$ cat src/rtl/sbox_pkg.sv
`default_nettype none
// ============================================================================
// Module      : sbox_pkg
// Description : Shared types, reference S-box tables and table lookup helper
//               for the sequenced dual-rail S-box.
// Revision    : 1.0 - initial release
// ============================================================================
package sbox_pkg;

  typedef enum logic [1:0] {
    IDLE      = 2'd0,
    PRECHARGE = 2'd1,
    EVAL      = 2'd2,
    DONE      = 2'd3
  } sbox_state_e;

  localparam int SBOX_MAX_OUT_W = 32;
  localparam int SBOX_MAX_TBL_W = 4096;

  // Entry i lives at [i*4 +: 4]; entry 0 sits in the least significant nibble.
  localparam logic [63:0] LUCIFER_S0 = 64'h8549_1362_0BDE_A7FC;
  localparam logic [63:0] LUCIFER_S1 = 64'h58F6_A1DC_40B3_9E27;

  function automatic logic [SBOX_MAX_OUT_W-1:0] sbox_entry(
    input logic [SBOX_MAX_TBL_W-1:0] table_bits,
    input int unsigned               idx,
    input int unsigned               out_w
  );
    logic [SBOX_MAX_OUT_W-1:0] r;
    logic [11:0]               pos;
    r = '0;
    for (int unsigned b = 0; b < SBOX_MAX_OUT_W; b++) begin
      pos = 12'(idx * out_w + b);
      if (b < out_w) r[b[4:0]] = table_bits[pos];
    end
    return r;
  endfunction

endpackage
`default_nettype wire

$ cat src/rtl/sbox_rail_encode.sv
`default_nettype none
// ============================================================================
// Module      : sbox_rail_encode
// Description : Combinational dual-rail encoder; value on u, its complement on
//               c, both rails low (spacer) when not enabled.
// Revision    : 1.0 - initial release
// ============================================================================
module sbox_rail_encode
  import sbox_pkg::*;
#(
  parameter int OUT_W = 4
) (
  input  logic [OUT_W-1:0] value,
  input  logic             en,
  output logic [OUT_W-1:0] u,
  output logic [OUT_W-1:0] c
);

  assign u = en ? value  : '0;
  assign c = en ? ~value : '0;

endmodule
`default_nettype wire

$ cat src/rtl/sbox_dualrail_seq.sv
`default_nettype none
// ============================================================================
// Module      : sbox_dualrail_seq
// Description : Clocked dual-rail S-box with explicit precharge/evaluate phases
//               and valid/ready on both sides. Define SBOX_INVERSE_EN to add
//               the inverse-lookup scan (in_inv / inv_miss ports).
// Revision    : 1.0 - initial release
// ============================================================================
module sbox_dualrail_seq
  import sbox_pkg::*;
#(
  parameter int IN_W     = 4,
  parameter int OUT_W    = 4,
  parameter     TABLE    = LUCIFER_S0,
  parameter int PRE_CYC  = 1,
  parameter int EVAL_CYC = 1
) (
  input  logic             clk,
  input  logic             rst,
  input  logic             in_valid,
  output logic             in_ready,
  input  logic [IN_W-1:0]  in_data,
`ifdef SBOX_INVERSE_EN
  input  logic             in_inv,
  output logic             inv_miss,
`endif
  output logic             out_valid,
  input  logic             out_ready,
  output logic [OUT_W-1:0] out_u,
  output logic [OUT_W-1:0] out_c,
  output logic             pre,
  output logic             busy
);

  localparam int DEPTH     = 2 ** IN_W;
  localparam int CNT_MAX_A = (PRE_CYC > EVAL_CYC) ? PRE_CYC : EVAL_CYC;
  localparam int CNT_MAX   = (CNT_MAX_A > DEPTH) ? CNT_MAX_A : DEPTH;
  localparam int CNT_W     = $clog2(CNT_MAX);

  localparam logic [CNT_W-1:0]          PRE_LAST  = CNT_W'(PRE_CYC - 1);
  localparam logic [CNT_W-1:0]          EVAL_LAST = CNT_W'(EVAL_CYC - 1);
  localparam logic [SBOX_MAX_TBL_W-1:0] TABLE_EXT = SBOX_MAX_TBL_W'(TABLE);
`ifdef SBOX_INVERSE_EN
  localparam logic [CNT_W-1:0]          SCAN_LAST = CNT_W'(DEPTH - 1);
`endif

  generate
    if (PRE_CYC < 1) begin : g_bad_pre
      $error("sbox_dualrail_seq: PRE_CYC must be >= 1");
    end
    if (EVAL_CYC < 1) begin : g_bad_eval
      $error("sbox_dualrail_seq: EVAL_CYC must be >= 1");
    end
    if ($bits(TABLE) != OUT_W * DEPTH) begin : g_bad_table
      $error("sbox_dualrail_seq: TABLE width must be OUT_W*2**IN_W");
    end
    if ($bits(TABLE) > SBOX_MAX_TBL_W || OUT_W > SBOX_MAX_OUT_W) begin : g_too_big
      $error("sbox_dualrail_seq: TABLE or OUT_W exceeds supported size");
    end
`ifdef SBOX_INVERSE_EN
    if (IN_W != OUT_W) begin : g_bad_inv
      $error("sbox_dualrail_seq: inverse lookup requires IN_W == OUT_W");
    end
`endif
  endgenerate

  sbox_state_e      state_q, state_d;
  logic [CNT_W-1:0] cnt_q, cnt_d;
  logic [IN_W-1:0]  idx_q, idx_d;
  logic [OUT_W-1:0] out_u_q, out_u_d;
  logic [OUT_W-1:0] out_c_q, out_c_d;
  logic             out_valid_q, out_valid_d;
`ifdef SBOX_INVERSE_EN
  logic             inv_q, inv_d;
  logic             inv_miss_q, inv_miss_d;
`endif

  logic [IN_W-1:0]  entry_sel;
  logic [OUT_W-1:0] entry;
  logic             load_en;
  logic [OUT_W-1:0] load_val;
  logic             hold;
  logic [OUT_W-1:0] enc_u, enc_c;

`ifdef SBOX_INVERSE_EN
  // In inverse mode the counter doubles as the table scan pointer.
  assign entry_sel = inv_q ? cnt_q[IN_W-1:0] : idx_q;
`else
  assign entry_sel = idx_q;
`endif
  assign entry = OUT_W'(sbox_entry(TABLE_EXT, 32'(entry_sel), OUT_W));

  always_comb begin
    state_d     = state_q;
    cnt_d       = cnt_q;
    idx_d       = idx_q;
    out_valid_d = out_valid_q;
    load_en     = 1'b0;
    load_val    = entry;
`ifdef SBOX_INVERSE_EN
    inv_d       = inv_q;
    inv_miss_d  = inv_miss_q;
`endif
    case (state_q)
      IDLE: begin
        if (in_valid) begin
          idx_d   = in_data;
          cnt_d   = '0;
          state_d = PRECHARGE;
`ifdef SBOX_INVERSE_EN
          inv_d   = in_inv;
`endif
        end
      end
      PRECHARGE: begin
        if (cnt_q == PRE_LAST) begin
          cnt_d   = '0;
          state_d = EVAL;
        end else begin
          cnt_d = cnt_q + CNT_W'(1);
        end
      end
      EVAL: begin
`ifdef SBOX_INVERSE_EN
        if (inv_q) begin
          if (entry == idx_q[OUT_W-1:0]) begin
            load_en    = 1'b1;
            load_val   = OUT_W'(cnt_q[IN_W-1:0]);
            inv_miss_d = 1'b0;
          end else if (cnt_q == SCAN_LAST) begin
            load_en    = 1'b1;
            load_val   = '0;
            inv_miss_d = 1'b1;
          end else begin
            cnt_d = cnt_q + CNT_W'(1);
          end
        end else
`endif
        if (cnt_q == EVAL_LAST) begin
          load_en = 1'b1;
        end else begin
          cnt_d = cnt_q + CNT_W'(1);
        end
        if (load_en) begin
          cnt_d       = '0;
          out_valid_d = 1'b1;
          state_d     = DONE;
        end
      end
      DONE: begin
        if (out_ready) begin
          out_valid_d = 1'b0;
          state_d     = IDLE;
`ifdef SBOX_INVERSE_EN
          inv_miss_d  = 1'b0;
`endif
        end
      end
      default: state_d = IDLE;
    endcase
  end

  // Rails take the encoder output except while a result is being held.
  assign hold = (state_q == DONE) && !out_ready;

  sbox_rail_encode #(
    .OUT_W (OUT_W)
  ) u_rail_encode (
    .value (load_val),
    .en    (load_en),
    .u     (enc_u),
    .c     (enc_c)
  );

  always_comb begin
    out_u_d = hold ? out_u_q : enc_u;
    out_c_d = hold ? out_c_q : enc_c;
  end

  always_ff @(posedge clk or posedge rst) begin
    if (rst) begin
      state_q     <= IDLE;
      cnt_q       <= '0;
      idx_q       <= '0;
      out_u_q     <= '0;
      out_c_q     <= '0;
      out_valid_q <= 1'b0;
`ifdef SBOX_INVERSE_EN
      inv_q       <= 1'b0;
      inv_miss_q  <= 1'b0;
`endif
    end else begin
      state_q     <= state_d;
      cnt_q       <= cnt_d;
      idx_q       <= idx_d;
      out_u_q     <= out_u_d;
      out_c_q     <= out_c_d;
      out_valid_q <= out_valid_d;
`ifdef SBOX_INVERSE_EN
      inv_q       <= inv_d;
      inv_miss_q  <= inv_miss_d;
`endif
    end
  end

  assign in_ready  = (state_q == IDLE);
  assign busy      = (state_q != IDLE);
  assign pre       = (state_q == PRECHARGE);
  assign out_valid = out_valid_q;
  assign out_u     = out_u_q;
  assign out_c     = out_c_q;
`ifdef SBOX_INVERSE_EN
  assign inv_miss  = inv_miss_q;
`endif

endmodule
`default_nettype wire

$ cat config.mk
export PLATFORM = sky130hd
export DESIGN_NAME = sbox_dualrail_seq
export DESIGN_NICKNAME = d
export VERILOG_FILES = /design/src/rtl/sbox_pkg.sv /design/src/rtl/sbox_rail_encode.sv /design/src/rtl/sbox_dualrail_seq.sv
export SDC_FILE = /design/constraint.sdc
export NUM_CORES = 1
export LEC_CHECK = 0
export ABC_AREA = 0
export CORE_AREA = 4 4 55 57
export DETAILED_ROUTE_END_ITERATION = 8
export DIE_AREA = 0 0 59 61
export GPL_TIMING_DRIVEN = 0
export PLACE_DENSITY = 0.72
export SYNTH_ARGS = -nofsm -noshare
export SYNTH_HDL_FRONTEND = slang
export SYNTH_SLANG_ARGS = --single-unit
export TNS_END_PERCENT = 1
$ cat constraint.sdc
create_clock -name clk -period 2.9 [get_ports clk]
set_input_delay 0.58 -clock clk [delete_from_list [all_inputs] [get_ports clk]]
set_output_delay 0.58 -clock clk [all_outputs]
set_load 0.05 [all_outputs]
# Word level (Yosys, flattened, before mapping)
# Memory sizes are Yosys's and may differ from the RTL's.
# Index checks and enable logic that the tools add are counted.
[op_classes]
add_sub_neg = 4
n_lt_le_gt_ge = 4
n_eq_ne = 8
mux = 22
bitwise = 1
reduce_logical = 11
[op_table]
columns = ["cell", "n"]
rows = [
  ["$lt A7 B13 Y1 const B", 3],
  ["$mux W4", 6],
  ["$add A6 B2 Y7 const B", 2],
  ["$lt A6 B13 Y1 const B", 1],
  ["$pmux W4 S3", 1],
  ["$mux W1", 9],
  ["$mux W2", 4],
  ["$pmux W2 S4", 1],
  ["$add A6 B1 Y7 const B", 1],
  ["$ne A2 B2 Y1 const B", 3],
  ["$reduce_and A3 Y1", 2],
  ["$add A4 B1 Y4 const B", 1],
  ["$eq A2 B2 Y1 const B", 2],
  ["$logic_not A4 Y1", 1],
  ["$not A4 Y4", 1],
  ["$reduce_and A4 Y1", 1],
  ["$reduce_bool A2 Y1", 2],
  ["$ne A3 B3 Y1 const B", 1],
  ["$reduce_bool A3 Y1", 1],
  ["$eq A2 B1 Y1 const B", 1],
  ["$logic_not A2 Y1", 1],
  ["$ne A2 B1 Y1 const B", 1],
  ["$pmux W1 S2", 1],
  ["$reduce_and A2 Y1", 1],
  ["2 further kinds", 2],
]
[totals]
regBits = 19
mem_bits_ro = 12304
word_cells = 60
n_memories = 4
[mem_list]
columns = ["name", "words", "word_bits", "rd", "rd_clocked_by_memory_dff", "wr", "line", "rtl"]
rows = [
  ["(no name shown)", 4096, 1, 1, 0, 0, "sbox_pkg.sv:34", "if (b < out_w) r[b[4:0]] = table_bits[pos];"],
  ["(no name shown)", 4096, 1, 1, 0, 0, "sbox_pkg.sv:34", ""],
  ["(no name shown)", 4096, 1, 1, 0, 0, "sbox_pkg.sv:34", ""],
  ["(no name shown)", 16, 1, 1, 0, 0, "sbox_pkg.sv:34", ""],
]

# Longest topological paths before layout
# Gate-level depths: netlist of run 1.
[logic_depth]
depth_word = 5
depth_mapped = 5

# Cells and area by module
# A second synthesis of run 1 with hierarchy kept.
[unflattened]
cells_unflattened = 103
area_unflattened_um2 = 1154.9
[by_module_without_submodules]
columns = ["module", "n_inst", "cells_per_inst", "area_each_um2", "seq_area_each_um2"]
rows = [
  ["sbox_dualrail_seq", 1, 95, 1094.8, 475.5],
  ["sbox_rail_encode", 1, 8, 60.1, 0.0],
]

# Worst setup path before layout of run 1
# OpenSTA, ideal clock, no wires.
[synth_path]
path_type = "register to output"
startpoint = "register state_q[0]"
endpoint = "output port busy"
arrival_time_ps = 1383
t_required_ps = 2320
setup_slack_ps = 937
stages_incl_launch_ff = 4
path_buffers = 0
path_cell_list = "dfrtp_1 inv_1 ha_1 inv_1"
[synth_via]
elab_chain_len = 1
[synth_lines]
columns = ["element", "line", "rtl"]
rows = [
  ["start: declaration", "sbox_dualrail_seq.sv:67", "sbox_state_e state_q, state_d;"],
  ["start signal: assignment", "sbox_dualrail_seq.sv:193", "state_q <= state_d;"],
  ["$reduce_bool A2 Y1", "sbox_dualrail_seq.sv:207", "assign busy = (state_q != IDLE);"],
  ["end: declaration", "sbox_dualrail_seq.sv:32", "output logic busy"],
]
# Every way passes these cells.

# Worst setup path after layout of run 1
[layout_path]
startpoint = "register state_q[0]"
endpoint = "output port in_ready"
[layout_via]
elab_chain_len = 1
[layout_lines]
columns = ["element", "line", "rtl"]
rows = [
  ["$logic_not A2 Y1", "sbox_dualrail_seq.sv:206", "assign in_ready = (state_q == IDLE);"],
  ["end: declaration", "sbox_dualrail_seq.sv:21", "output logic in_ready,"],
]
# Every way passes these cells.

==> flow_metrics.py, run 1 <==
metrics = {
    "run_status": {
        "outcome": "completed",
    },
    "yosys": {
        "synth_seq_area_share_pct": 43.4,
        "synth_xor_xnor_area_share_pct": 0,
        "postSynthCellCount": 104,
        "ys.warnings.count": 0,
        "synthesis.area_mm2": 0.00110,
        "synth_adder_area_share_pct": 13.7,
        "post_synth.cell_area_avg_um2": 10.5,
        "synthDistinctLibCells": 28,
        "netlist_top_cells_area": "sky130_fd_sc_hd__dfrtp_1 43%, sky130_fd_sc_hd__ha_1 14%, sky130_fd_sc_hd__mux2_2 5.1%, sky130_fd_sc_hd__o21ai_0 4.1%, sky130_fd_sc_hd__inv_1 4.1%",
        "synth_simple_gate_area_share_pct": 13.1,
        "post-synth-top-area-cell": "sky130_fd_sc_hd__dfrtp_1",
        "synth_seq_cells": 19,
        "synthesis.nets": 124,
        "synth_edf_count": 0,
        "synth_top_flop_cell": "sky130_fd_sc_hd__dfrtp_1",
        "yosysTopAreaCellShare_pct": 43.4,
        "main_combinational_cell_family_by_area_after_synthesis": "adder cells",
        "ys_async_sr_fraction_pct": 100,
        "area_fraction_in_compound_gates_after_synthesis_pct": 13.4,
        "synth.mux.area_fraction_pct": 11.3,
    },
    "timing": {
        "maximum_clock_frequency_ghz": 0.400,
        "postLayoutSetupSlackWorst_ns": 0.399,
        "drv_slew": 0,
        "worst-slew-pin-transition_ns": 0.704,
        "setup_violations_final": 0,
        "fin_crit_ns": 2.50,
        "min_period_over_period_pct": 86.2,
        "fin_worst_skew_ns": 0.00251,
        "unrepaired_setup_endpoints_after_global_routing": "false",
        "hold_slack_ns": 0.497,
        "timing_hold_violations_final": 0,
        "timing.max_slew.rel_slack_pct": 53.0,
        "totalNegativeSetupSlack_ns": 0,
    },
    "finish": {
        "stdcell_area_mm2": 0.00135,
        "instances_no_fill": 157,
        "drive_gt1_share_pct": 9.45,
        "final_nets": 148,
        "antennaDiodeCount": 0,
        "fin_util_pct": 54.5,
        "area_growth_pct": 23.3,
    },
    "cts": {
        "num_cts_buffers": 3,
        "cts_resized": 0,
        "post_cts_buffers": 0,
        "cts.clk_slew.worst_paths_ns": 0.11,
        "cts-root-buf": "sky130_fd_sc_hd__clkbuf_4",
        "cts_hold_repair.buffers": 0,
        "clkSinkCount": 19,
        "clk_latency_ns": 0.29,
        "tritoncts": "built",
        "cts-htree-levels": 1,
        "clk_path_buf_depth": 2,
    },
    "place": {
        "post-dp-hpwl_um": 1620,
        "gp_routability_congestion": 0.820,
        "dp_worst_setup_slack_ns": 0.740,
        "dp_cells": 153,
        "dpl-instance-area_mm2": 0.00132,
        "placement.io_buffers": 19,
    },
    "worst_setup_path": {
        "worst-endpoint-required_ns": 2.32,
        "setup.reg_to_reg.worst_slack_ns": 1.18,
        "crit_end": "in_ready",
        "setup.worst_path.class": "register to output pin",
        "critical_path.reg2reg.startpoint": "entry_sel[0]",
        "r2r.worst_path.cells": 5,
        "timing.critical_path.slowest_cell_delay_ns": 0.83,
        "critical_path.startpoint": "state_q[0]",
        "critical_path.startpoint_type": "register",
        "worstReg2RegEnd": "out_c[2]",
        "cp_max_fo": 5,
        "type_of_element_capturing_the_critical_path": "output pin",
        "cp_slowest_cell": "sky130_fd_sc_hd__clkdlybuf4s50_1",
        "worstPathArrival_ns": 1.92,
        "crit_path_cell_trace": "inv_1 > ha_1 > clkdlybuf4s50_1",
    },
    "worst_hold_path": {
        "whs_path_depth": 2,
        "worst_hold_path_type": "register to register",
    },
    "power_and_ir_drop": {
        "report.power.total_mw": 1.43,
        "power_density_mw_per_mm2": 1060,
        "power.leakage_nw": 0.624,
        "max-vdd-ir-drop_uv": 722,
    },
    "floorplan": {
        "initial_core_util_pct": 44.2,
        "die_area_mm2": 0.00360,
        "die_width_um": 59,
        "fp.dieH_um": 61,
        "placement_rows": 18,
        "io-pin-count": 20,
        "fp.coreArea_mm2": 0.00248,
    },
    "routing": {
        "detail_route.first_pass.iterations": 4,
        "drt.antenna.violating_nets": 0,
        "num_vias": 798,
        "number_of_vias_per_cell_after_detailed_routing": 5.08,
        "drt_wl_total_um": 1990,
        "detail_route.drc_violations": 0,
        "violation_count_after_the_first_detailed_route_iteration": 6,
        "route.detailed.wl_per_inst_um": 12.7,
    },
    "global_routing": {
        "grt_overflow_total": 0,
        "initial_antenna_violation_count": 0,
        "track_usage_pct": 13.1,
        "first_global_vias": 811,
        "grt_start_max_net_pins": 20,
        "grt_first_pass_wirelength_um": 3590,
    },
    "run": {
        "max_cap_violations": 0,
    },
}
## critical path: cells and delay by family, from the launching register on
| kind | cells | cell delay (ns) |
|---|---|---|
| buf+inv | 2 | 0.96 |
| flops | 1 | 0.42 |
| fa+ha+maj | 1 | 0.25 |
## placed cells by master, fill, tap and decap left out, types with 3 or more instances in the layout
| cell | instances |
|---|---|
| sky130_fd_sc_hd__nand2_1 | 7 |
| sky130_fd_sc_hd__clkbuf_4 | 3 |
| sky130_fd_sc_hd__mux2i_1 | 3 |
| sky130_fd_sc_hd__ha_1 | 12 |
| sky130_fd_sc_hd__o21ai_0 | 9 |
| sky130_fd_sc_hd__inv_1 | 12 |
| sky130_fd_sc_hd__mux2_2 | 5 |
| sky130_fd_sc_hd__a22o_1 | 5 |
| sky130_fd_sc_hd__dfrtp_1 | 19 |
| sky130_fd_sc_hd__clkdlybuf4s50_1 | 19 |
| sky130_fd_sc_hd__nor2b_1 | 4 |
| sky130_fd_sc_hd__clkbuf_1 | 3 |
| sky130_fd_sc_hd__nand2b_1 | 6 |
## report_power, final
part	leakage [nW]	switching (mW)	internal, mW	total (mW)
Combinational	0.362	0.526	0.355	0.882
Clock	0.0177	0.0839	0.0513	0.135
Sequential	0.245	0.0622	0.348	0.411
Total	0.624	0.672	0.755	1.43
## state kept, by name, indices dropped and copies added (netlist names)
signal     flops
state_q        2
out_u          4
entry_sel      4
cnt_q          4
out_c          4
out_valid      1
## cell usage after synthesis, types with 2 or more instances
| library cell | n |
|---|---|
| sky130_fd_sc_hd__dfrtp_1 | 19 |
| sky130_fd_sc_hd__ha_1 | 12 |
| sky130_fd_sc_hd__nand3_1 | 2 |
| sky130_fd_sc_hd__mux2_2 | 5 |
| sky130_fd_sc_hd__mux2i_1 | 3 |
| sky130_fd_sc_hd__a22o_1 | 5 |
| sky130_fd_sc_hd__inv_1 | 12 |
| sky130_fd_sc_hd__nor2_1 | 2 |
| sky130_fd_sc_hd__nand2_1 | 7 |
| sky130_fd_sc_hd__nand2b_1 | 6 |
| sky130_fd_sc_hd__clkbuf_1 | 3 |
| sky130_fd_sc_hd__nor2b_1 | 4 |
| sky130_fd_sc_hd__o21ai_0 | 9 |
## worst min path at each step
stage | start | endpoint | slack [ns]
after floorplan | cnt_q[0] | cnt_q[0] | 0.50
after global placement | out_u[1] | out_u[1] | 0.47
after detailed placement | out_u[2] | out_u[2] | 0.48
after CTS | out_u[2] | out_u[2] | 0.50
after global routing | out_c[3] | out_c[3] | 0.53
final | out_u[1] | out_u[1] | 0.50
## area by class of cell
type | instances | area (um^2)
fillers | 241 | 1130
well taps | 30 | 37.5
multi-input cells | 70 | 564
repair buffers | 19 | 190
clock buffers | 3 | 22.5
clock inverters | 1 | 5.00
inverters | 12 | 45.0
plain buffers | 3 | 11.3
flip-flops and latches | 19 | 475
## metal layers
layer / GRT usage [%] / vias to the layer above / part of all wire [%]
met1: 17.1 / 373 / 45
met5: 0 / - / 0
met3: 2.34 / 4 / 4.6
met2: 21.8 / 14 / 48
met4: 4.53 / 0 / 1.4
li1: - / 407 / -
## cell families (layout without fill, tap and decap cells)
family,count (synthesis),in the layout
flops,19,19
simple gates,26,26
fa+ha+maj,12,12
compound gates,22,22
buf+inv,15,38
mux,10,10
No activity file was read; power rests on OpenSTA's default activity.
==> inputs of run 2 (changes only) <==
--- a/config.mk
+++ b/config.mk
@@ -11,6 +11,7 @@
 export DIE_AREA = 0 0 59 61
 export GPL_TIMING_DRIVEN = 0
 export PLACE_DENSITY = 0.72
+export SLEW_MARGIN = 20
 export SYNTH_ARGS = -nofsm -noshare
 export SYNTH_HDL_FRONTEND = slang
 export SYNTH_SLANG_ARGS = --single-unit
==> results of run 2 <==
The final DEF is identical to that of run 1; final timing and power are the same.
==> RTL edit 1 (flow settings as in run 2) <==
Make the reset (`rst`) synchronous in one clocked block.
--- a/src/rtl/sbox_dualrail_seq.sv
+++ b/src/rtl/sbox_dualrail_seq.sv
@@ -178,5 +178,5 @@
   end
 
-  always_ff @(posedge clk or posedge rst) begin
+  always_ff @(posedge clk) begin
     if (rst) begin
       state_q     <= IDLE;
Function: not settled (the Yosys comparison gave no result); the edit may change what the design does.
==> RTL edit 1 against run 2 <==
Combinational power is 27% lower. Sequential cell count increased by 1. Synthesized area rose by 10%. First-iteration DRC count grew to 3.7 times the old value. Hold slack worse by 0.026 ns. Synthesized cell count up 30%. Setup slack worse by 0.084 ns. Routed wire length is 18% higher. Power decreased by 13%. Final area grew 9.4%. Fmax shrank 3.3%. Cell count is 19% higher. Non-clock buffer count increased by 2. Critical path depth rose by 2.
==> RTL edit 1: results (changes against run 2) <==
Setup WS pre-CTS=0.646 ns (was 0.740 ns); port bufs=18 (was 19); hold_sp=out_c[3] (was out_u[1]); critical path peak fanout=10 (was 5); post-DP HPWL=1890 um (was 1620 um); yosys warns=0 (unchanged); first-pass GRT wire length=4150 um (was 3590 um); Async SR Flop Fraction=0% (was 100%); share of layout cells above drive strength 1=12.1% (was 9.45%); Total Routing Usage GR=15.0% (was 13.1%); Synth cell types=42 (was 28); vias in the first global route=959 (was 811); clk slew on worst S/H paths=0.13 ns (was 0.11 ns); slowest stage delay, CP=0.79 ns (was 0.83 ns); DR WL met3=104 um (was 92 um); met2 wire length=1070 um (was 966 um); drt total wl=2360 um (was 1990 um); Root Driver=clkbuf_4 (unchanged); main combinational cell family by area after synthesis=simple AND/OR/NAND/NOR gates (was adder cells); sw power=0.000522 W (was 0.000672 W); Iteration-0 DRC Markers=22 (was 6); adder-cell share of the synthesized area=12.4% (was 13.7%); syn_nets=155 (was 124); Slew @ Worst Pin=0.492 ns (was 0.704 ns); WL met1=1150 um (was 906 um); Synth area leaders=dfxtp_1 33%, ha_1 12%, a21oi_1 3.7% (was dfrtp_1 43%, ha_1 14%, mux2_2 5.1%); cell leakage power=0.581 nW (was 0.624 nW); number of diodes=0 (unchanged); FF-to-FF Start=entry_sel[0] (unchanged); sequential element share of the synthesized area=33.2% (was 43.4%); Layout Skew=0.00926 ns (was 0.00251 ns); Clk Latency, worst-skew pair=0.31 ns (was 0.29 ns); Main synth FF type=dfxtp_1 (was dfrtp_1); Compound-Gate Fraction of Synth Area=17.7% (was 13.4%); Crit-path slowest cell=clkdlybuf4s50_1 (unchanged); maximum vdd drop=534 uV (was 722 uV); largest net degree at the start of global routing=13 (was 20); XOR/XNOR Fraction of Synth Area=0% (unchanged); crit path from=state_q[0] (unchanged); sequential power=0.000360 W (was 0.000411 W); CP arrival=2.01 ns (was 1.92 ns); routed via count=973 (was 798); Routability Congestion=0.806 (was 0.820); clk buf depth=2 (unchanged); Post-synth top cells=20 x dfxtp_1, 12 x ha_1, 12 x inv_1, 12 x nand2_1, 10 x nor2_1 (was 19 x dfrtp_1, 12 x ha_1, 12 x inv_1, 9 x o21ai_0, 7 x nand2_1); run status=complete, no violations (unchanged); mux contribution to synthesized area=5.28% (was 11.3%); Nets=178 (was 148); P_comb=0.000644 W (was 0.000882 W)
[RTL edit 1: cell types whose count changed after synthesis, sizes merged, moves of 3 or more]
cell           run 2  this run
nand2b             6         3
nor2               2        10
dfrtp             19         0
and2               0         4
a21oi              1         9
mux2               6         1
nand2              7        13
buf                0         5
dfxtp              0        20
a22o               5         0
a22oi              1         4
[RTL edit 1: area by class of cell]
type                       count  area, sq um
buffer                         6         40.0
clock buffer                   3         22.5
clock inverter                 1         30.0
fill                         221         1000
inverter                      12         45.0
multi-input combinational     97          722
sequential                    20          400
tap                           30         37.5
timing repair buffer          18          180
[RTL edit 1: final timing paths]
kind | depth (start not counted) | endpoint | slack, ns
worst max-delay path | 5 | busy | 0.31
worst min-delay path | 2 | out_c[3] | 0.47
worst max register to register | 6 | out_c[2] | 1.16
worst min register to register | 2 | out_c[3] | 0.47
[RTL edit 1: cell families after synthesis]
logic type / Yosys count
buf+inv: 18
fa+ha+maj: 12
compound gates: 31
simple gates: 49
flops: 20
mux: 5
[RTL edit 1: stage by stage]
stage | power (W) | std cells | hold WS, ns | instance area [sq um] | utilization, %
4_1_cts | 0.00125 | 187 | 0.479 | 1480 | 59.6
3_3_place_gp | 0.000998 | 183 | 0.444 | 1430 | 57.5
2_1_floorplan | 0.000849 | 135 | 0.462 | 1210 | -
3_5_place_dp | 0.00101 | 183 | 0.462 | 1430 | 57.5
6_report | 0.00124 | 187 | 0.471 | 1480 | 59.6
5_1_grt | 0.00133 | 187 | 0.521 | 1480 | 59.6
[RTL edit 1: critical path, delay by kind of cell, from the launching register on]
family                     cells  cell delay [ns]
adders and majority gates      1             0.23
buffers and inverters          4             1.09
DFF                            1             0.39
[RTL edit 1: per-layer routing]
metal  GRT usage [%]  up-vias
met5               0        -
li1                -      505
met2            24.1       17
met3            2.77        4
met4            6.47        0
met1            19.6      447
==> RTL edit 2 (flow settings as in run 2) <==
Without the edit above. Change the package constant `SBOX_MAX_OUT_W` from 32 to 16.
--- a/src/rtl/sbox_pkg.sv
+++ b/src/rtl/sbox_pkg.sv
@@ -15,5 +15,5 @@
   } sbox_state_e;
 
-  localparam int SBOX_MAX_OUT_W = 32;
+  localparam int SBOX_MAX_OUT_W = 16;
   localparam int SBOX_MAX_TBL_W = 4096;
 
Function: not settled (the Yosys comparison gave no result); the edit may change what the design does.
==> RTL edit 2 against run 2 <==
Routed wire length grew 3.8%. Synthesized area up 1.8%. Die area is the same. Final area grew 1.4%. Sequential cell count unchanged. Power increased by 0.16%. Setup slack got worse by 0.020 ns. Fmax fell by 0.79%. Largest cell class unchanged. Highest routed layer unchanged.
==> RTL edit 2: results (changes against run 2) <==
Setup WS pre-CTS=0.700 ns (was 0.740 ns); cell leakage power=0.630 nW (was 0.624 nW); sequential power share=29.0% (was 28.8%); Routability Congestion=0.783 (was 0.820); total CTS buffers=3 (unchanged); multi-input logic cell count=73 (was 70); Nets=151 (was 148); Synth area leaders=dfrtp_1 43%, ha_1 15%, mux2_2 4.0% (was dfrtp_1 43%, ha_1 14%, mux2_2 5.1%); FFs & Latches=19 (unchanged); clock-cell share of area=1.92% (was 2.04%); Post-synth top cells=19 x dfrtp_1, 13 x ha_1, 9 x inv_1, 8 x nand2_1, 7 x nand2b_1 (was 19 x dfrtp_1, 12 x ha_1, 12 x inv_1, 9 x o21ai_0, 7 x nand2_1); post-DP HPWL=1700 um (was 1620 um); syn_nets=127 (was 124); Layout Skew=0.00293 ns (was 0.00251 ns); H-tree depth=1 (unchanged); CLK BUF=4 (was 3); antenna violations before repair=0 (unchanged); Total Routing Usage GR=13.3% (was 13.1%); DP Area=1340 sq um (was 1320 sq um); CP endpoint=busy (was in_ready); CP arrival=1.94 ns (was 1.92 ns); Synth cell types=31 (was 28); sw power=0.000666 W (was 0.000672 W); Iteration-0 DRC Markers=7 (was 6); Worst R2R Setup Slack=1.20 ns (was 1.18 ns); maximum vdd drop=508 uV (was 722 uV); vias in the first global route=853 (was 811); via density per instance=5.23 (was 5.08); P_comb=0.000885 W (was 0.000882 W); Seq/total area=34.7% (was 35.2%); Clk Latency, worst-skew pair=0.29 ns (about the same); run status=complete, no violations (unchanged); Logic pwr share=61.9% (was 61.8%); fin crit share=86.9% (was 86.2%); Worst Reg2Reg Path Length in Cells=4 (was 5); hold_ws=0.489 ns (was 0.497 ns); hold_sp=out_u[3] (was out_u[1]); Crit-path slowest cell=clkdlybuf4s50_1 (unchanged); # fillers=245 (was 241); Slew @ Worst Pin=0.719 ns (was 0.704 ns); multi-input combinational area share=42.2% (was 41.8%); count of non-CTS inverters in the layout=11 (was 12); RR Endpoint=out_u[2] (was out_c[2]); FF-to-FF Start=entry_sel[1] (was entry_sel[0]); sequential element share of the synthesized area=42.6% (was 43.4%); share of layout cells above drive strength 1=9.30% (was 9.45%); Min-Delay Endpoint=out_u[3] (was out_u[1])
## RTL edit 2: cell types whose count changed after synthesis, moves of 2 or more
| cell | run 2 | this run |
|---|---|---|
| clkbuf_1 | 3 | 0 |
| clkinv_1 | 0 | 2 |
| nor2_1 | 2 | 4 |
| o21ai_0 | 9 | 6 |
| o21ai_1 | 0 | 3 |
| inv_1 | 12 | 9 |
| buf_2 | 0 | 2 |
## RTL edit 2: cells by family after synthesis
kind of cell / synth area share, %
AND/OR/NAND/NOR: 14.1
multiplexers: 9.75
adder cells (fa/ha/maj): 14.6
buffers and inverters: 5.61
AO/OA/AOI/OAI: 13.3
flip-flops: 42.6
## RTL edit 2: stage by stage
step,util [%],std cells
floorplan,-,106
global placement,54.2,155
detailed placement,54.2,155
CTS,55.3,159
global route,55.3,159
finish,55.3,159
## RTL edit 2: layer usage
layer	vias up	share of wire, %	global-route usage [%]
met4	0	0.39	3.24
met5	-	0	0
met2	21	50	23.0
met1	391	44	17.0
li1	418	-	-
met3	2	5.6	2.77
